==> config.mk <==
export PLATFORM = sky130hd
export DESIGN_NAME = serial_subtractor
export DESIGN_NICKNAME = d
export VERILOG_FILES = /design/src/rtl/serial_subtractor.sv
export SDC_FILE = /design/constraint.sdc
export NUM_CORES = 1
export LEC_CHECK = 0
export CAP_MARGIN = 20
export CORE_MARGIN = 4
export CORE_UTILIZATION = 48
export CTS_BUF_LIST = sky130_fd_sc_hd__clkbuf_4 sky130_fd_sc_hd__clkbuf_8
export DETAILED_ROUTE_END_ITERATION = 8
export PLACE_DENSITY = 0.79
export SLEW_MARGIN = 5
export SYNTH_ARGS = -nofsm -noshare
export SYNTH_HDL_FRONTEND = slang
export SYNTH_SLANG_ARGS = --single-unit
==> constraint.sdc <==
create_clock -name clk -period 1.8 [get_ports clk]
set_input_delay 0.27 -clock clk [delete_from_list [all_inputs] [get_ports clk]]
set_output_delay 0.27 -clock clk [all_outputs]
set_load 0.005 [all_outputs]
==> src/rtl/serial_subtractor.sv <==
// serial_subtractor: bit-serial D = A - B - Bin, LSB first, one full-subtractor
// cell per clock with a registered borrow. Parallel operands in via
// start/busy/done, parallel difference and borrow-out back.
module serial_subtractor #(
  parameter int WIDTH = 8
) (
  input  logic             clk,
  input  logic             rst,
  input  logic             start,
  input  logic [WIDTH-1:0] a,
  input  logic [WIDTH-1:0] b,
  input  logic             bin,
  output logic             busy,
  output logic             done,
  output logic [WIDTH-1:0] d,
  output logic             bout
);

  // One extra counter bit so the count can reach WIDTH without wrapping.
  localparam int CNT_W = $clog2(WIDTH) + 1;
  localparam logic [CNT_W-1:0] LAST_BIT = CNT_W'(WIDTH - 1);

  typedef enum logic [1:0] {
    IDLE  = 2'd0,
    SHIFT = 2'd1,
    DONE  = 2'd2
  } state_t;

  state_t           state_q, state_d;
  logic [WIDTH-1:0] a_sh_q, a_sh_d;
  logic [WIDTH-1:0] b_sh_q, b_sh_d;
  logic [WIDTH-1:0] res_q, res_d;
  logic             br_q, br_d;
  logic [CNT_W-1:0] cnt_q, cnt_d;
  logic [WIDTH-1:0] d_q, d_d;
  logic             bout_q, bout_d;

  logic             ai, bi;
  logic             diff_bit;
  logic             borrow_next;
  logic [WIDTH:0]   res_ext;

  // Single full-subtractor cell on the operand LSBs and the registered borrow.
  always_comb begin
    ai          = a_sh_q[0];
    bi          = b_sh_q[0];
    diff_bit    = ai ^ bi ^ br_q;
    borrow_next = (~ai & bi) | (~(ai ^ bi) & br_q);
    // Appending the new bit above the result and dropping the LSB also works for WIDTH=1.
    res_ext     = {diff_bit, res_q};
  end

  // Next-state and datapath control; every register holds unless its state acts on it.
  always_comb begin
    state_d = state_q;
    a_sh_d  = a_sh_q;
    b_sh_d  = b_sh_q;
    res_d   = res_q;
    br_d    = br_q;
    cnt_d   = cnt_q;
    d_d     = d_q;
    bout_d  = bout_q;
    case (state_q)
      IDLE: begin
        if (start) begin
          a_sh_d  = a;
          b_sh_d  = b;
          br_d    = bin;
          res_d   = '0;
          cnt_d   = '0;
          state_d = SHIFT;
        end
      end
      SHIFT: begin
        res_d  = res_ext[WIDTH:1];
        a_sh_d = a_sh_q >> 1;
        b_sh_d = b_sh_q >> 1;
        br_d   = borrow_next;
        cnt_d  = cnt_q + CNT_W'(1);
        if (cnt_q == LAST_BIT) begin
          // The visible result is only ever updated with a complete difference.
          d_d     = res_ext[WIDTH:1];
          bout_d  = borrow_next;
          state_d = DONE;
        end
      end
      DONE: begin
        state_d = IDLE;
      end
      default: begin
        state_d = IDLE;
      end
    endcase
  end

  // State and datapath registers with synchronous reset that overrides any start.
  always_ff @(posedge clk) begin
    if (rst) begin
      state_q <= IDLE;
      a_sh_q  <= '0;
      b_sh_q  <= '0;
      res_q   <= '0;
      br_q    <= 1'b0;
      cnt_q   <= '0;
      d_q     <= '0;
      bout_q  <= 1'b0;
    end else begin
      state_q <= state_d;
      a_sh_q  <= a_sh_d;
      b_sh_q  <= b_sh_d;
      res_q   <= res_d;
      br_q    <= br_d;
      cnt_q   <= cnt_d;
      d_q     <= d_d;
      bout_q  <= bout_d;
    end
  end

  // Handshake flags decode straight from the state register.
  always_comb begin
    busy = (state_q == SHIFT);
    done = (state_q == DONE);
    d    = d_q;
    bout = bout_q;
  end

endmodule

# After elaboration in Yosys (flattened, before gate mapping)
# Cells that the tools add are included.
# word_totals
reg_bits,40
wordCells,39
# op_classes
eq_ne,5
reduce_logical,5
mux,13
bitwise_logic,7
n_addsub,1
# op_table
cell,count
$pmux W8 S2,3
$mux W8,3
$pmux W4 S2,1
$reduce_and A2 Y1,3
$add A4 B1 Y4 const B,1
$eq A4 B3 Y1 const B,1
$mux W2,2
$mux W4,1
$pmux W2 S2,1
$and A1 B1 Y1,2
$eq A2 B1 Y1 const B,1
$eq A2 B2 Y1 const B,1
$logic_not A2 Y1,1
$ne A2 B1 Y1 const B,1
$ne A2 B2 Y1 const B,1
$not A1 Y1,2
$pmux W1 S2,1
$reduce_bool A2 Y1,1
$xor A1 B1 Y1,2
$mux W1,1
$or A1 B1 Y1,1

# Logic depth before layout (Yosys ltp)
# logic_depth
word_depth,5
ltp_mapped,5
mapped_depth_nobuf,4

# Worst setup path after synthesis
# Ideal clock, no wire load.
# synth_timing
path_type,register -> register
from,reg b_sh_q[0]
to,reg br_q
t_required_ns,1.730
stages_incl_launch_ff,5
setup_ns,0.070
path_slack_ns,0.573
arrival_ns,1.158
path_cell_list,dfxtp_1 inv_1 fa_1 a221o_1 a21oi_1
# synth_between
elab_chain_cells,5
elab_cells_between_ends,6
# synth_lines
element,line,source
from (decl),31,"logic [WIDTH-1:0] b_sh_q, b_sh_d;"
from (signal assigned),110,b_sh_q <= b_sh_d;
$xor A1 B1 Y1,48,borrow_next = (~ai & bi) | (~(ai ^ bi) & br_q);
$not A1 Y1,48,
$and A1 B1 Y1,48,
$or A1 B1 Y1 *,48,
$pmux W1 S2 *,63,case (state_q)
to (signal assigned),112,br_q <= br_d;
to (decl),33,"logic br_q, br_d;"
# Every way passes the cells marked *; elsewhere a longest branch is shown, timed or not.
# A chain may end at the register's enable or synchronous reset.

# Final worst setup path
# layout_timing
from,reg state_q[0]
to,out busy
# layout_between
elab_chain_cells,1
# layout_lines
element,line,source
from (decl),29,"state_t state_q, state_d;"
from (signal assigned),108,state_q <= state_d;
$eq A2 B1 Y1,121,busy = (state_q == SHIFT);
to (decl),13,"output logic busy,"
# No other way between the ends.

==> run summary <==
Status: finished clean
Hold Buf Count CTS: 0
CP Launch Type: flop
# Post-CTS Setup Buffers: 0
Req. time, crit path: 1.53 ns
Crit path time final: 1.71 ns
Largest net degree at the start of global routing: 32
Initial drt markers: 144
Least-Margin Pin Slew: 0.423 ns
Fill count: 326
Setup violators final: 0
Top cells by count, synth: dfxtp_1, a21oi_1, nor2_1, inv_1
Placed cell count: 284
Kind of critical path: reg -> out
Clock-pin slew on the worst setup and hold paths: 0.08 ns
Mapped Nets: 236
RePlAce Congestion: 0.813
Leading area contributor after synthesis: dfxtp_1
Port bufs: 30
TNS Setup: 0 ns
CTS Buffer Depth: 2
Syn avg cell area: 8.58 um2
Yosys warnings: 0
Die Area: 4880 um2
Library cells used by synthesis: 36
DR pass1 iterations: 4
Maximum clock rate: 0.585 GHz
Final Skew: 0.00939 ns
Unrepaired setup endpoints after global routing: no
Row cnt: 22
First-pass GRT wire length: 6920 um
Area Growth Syn to Fin: 24.2%
CP endpoint kind: output port
Proportion of layout cells with a drive suffix above 1: 11.5%
Max-slew violation count: 0
Post-synth EDFFs: 0
Drc violations: 0
Io pins: 31
Final Non-Filler Cells: 292
Most common cell in the netlist: dfxtp_1
Nets: 265
Clock sinks: 39
Fin crit share: 94.9%
Via count: 1649
CP arrival: 1.44 ns
Initial antenna violation count: 0
Post-synth top area share: 42.5%
Maximum vdd drop: 0.634 mV
Synth Flop Type: dfxtp_1
DR vias/cell: 5.65
Max-Cap Viols: 0
Post-DRT Antenna Nets: 0
Number of global-route vias before repair: 1535
CP max FO: 11
Fin util: 61.8%
Leak pwr: 0.845 nW
CTS tree: built
Synth Instances: 214
Clk_lat worst skew: 0.30 ns
Core area: 3690 um2
Htree depth: 2
Top cells by area, synth: dfxtp_1, a21oi_1, nor2_1
Wirelength, routed: 4150 um
Inserted Clock Buffers: 5
Post-DP HPWL: 2740 um
Die X-Extent: 69.8 um
Die Ht: 69.8 um
Initial Utilization: 49.8%
Part of the Yosys area used for sequential elements: 42.5%
WL per Instance: 14.2 um
Pwr/cell area: 808 nW/um2
#FFs+latches synth: 39
Clock root buffer: clkbuf_8
Antenna diodes: 0
Asr flop ratio synth: 0%
Cts repair resizes: 0
Slew margin rel.: 71.8%
Register area: 781 um2
All-Layer GR Usage: 17.4%
Multi-input logic area: 911 um2
Min-delay worst type: reg -> reg
Total grt overflow: 0
Post-Syn Area: 1840 um2
Final hold violation count: 0
Hold slack: 0.473 ns
power breakdown:
group / switching [mW] / internal, mW
Combinational: 0.126 / 0.122
Sequential: 0.0311 / 0.902
Clock: 0.311 / 0.349
worst max-delay path, cell delays in order, from the launching register on:
cell,delay [ns]
dfxtp_1,0.42
nand2b_4,0.15
inv_2,0.08
clkdlybuf4s50_1,0.49
final cells by class:
| class | count | share of cell area [%] |
|---|---|---|
| flip-flops and latches | 39 | 34.2 |
| clock inverters | 1 | 0.329 |
| multi-input cells | 144 | 40.0 |
| well taps | 48 | 2.63 |
| repair buffers | 40 | 16.5 |
| clock buffers | 7 | 4.23 |
| inverters | 13 | 2.14 |
worst paths after layout:
kind | start | endpoint | slack, ns | cells after the start
worst max register to register | cnt_q[0] | bout | 0.28 | 4
worst min register to register | d[5] | d[5] | 0.47 | 2
worst max-delay path | state_q[0] | busy | 0.09 | 3
worst min-delay path | d[5] | d[5] | 0.47 | 2
stage by stage:
step | worst slack [ns] | area (um2) | power, mW
after floorplan | 0.573 | 1840 | 1.11
after global placement | 0.240 | 2180 | 1.19
after detailed placement | 0.153 | 2180 | 1.20
after CTS | 0.0652 | 2280 | 1.85
after global routing | 0.0200 | 2280 | 1.91
final | 0.0912 | 2280 | 1.84
sequential cells by signal, indices dropped and copies added, names as in the netlist:
| name | flops |
|---|---|
| a_sh_q | 8 |
| b_sh_q | 8 |
| d | 8 |
| res_q | 7 |
| cnt_q | 4 |
| state_q | 2 |
| bout | 1 |
| br_q | 1 |
kinds of logic (layout without fill, tap and decap cells):
logic type / count (synthesis) / after routing / synth area share, %
compound gates: 76 / 76 / 30.2
flops: 39 / 39 / 42.5
simple gates: 66 / 66 / 17.7
buf+inv: 31 / 61 / 7.84
fa+ha+maj: 2 / 2 / 1.77
routing by layer:
layer  vias up  share of wire (%)  track usage (%)
met5         -                  0                0
met4         0                1.3             6.60
met3         7                4.5             5.36
met2        34                 47             27.7
met1       785                 47             22.0
li1        823                  -                -
layout by cell type (no fill, tap or decap), drive strengths merged:
master	n
nor2	33
or3	1
buf	10
o221a	10
ha	1
nand2b	4
o31ai	8
nor4	1
dfxtp	39
and3b	1
or3b	2
nand3	10
nor3	3
clkinvlp	1
a31oi	1
nand2	4
nor2b	6
o211a	1
a221o	1
o21bai	1
clkdlybuf4s50	30
a22oi	8
or2	1
a2111oi	2
o21ba	1
fa	1
clkbuf	7
inv	13
a211oi	2
o22ai	5
a311oi	1
a21oi	35
Power figures use the tool's default switching activity.
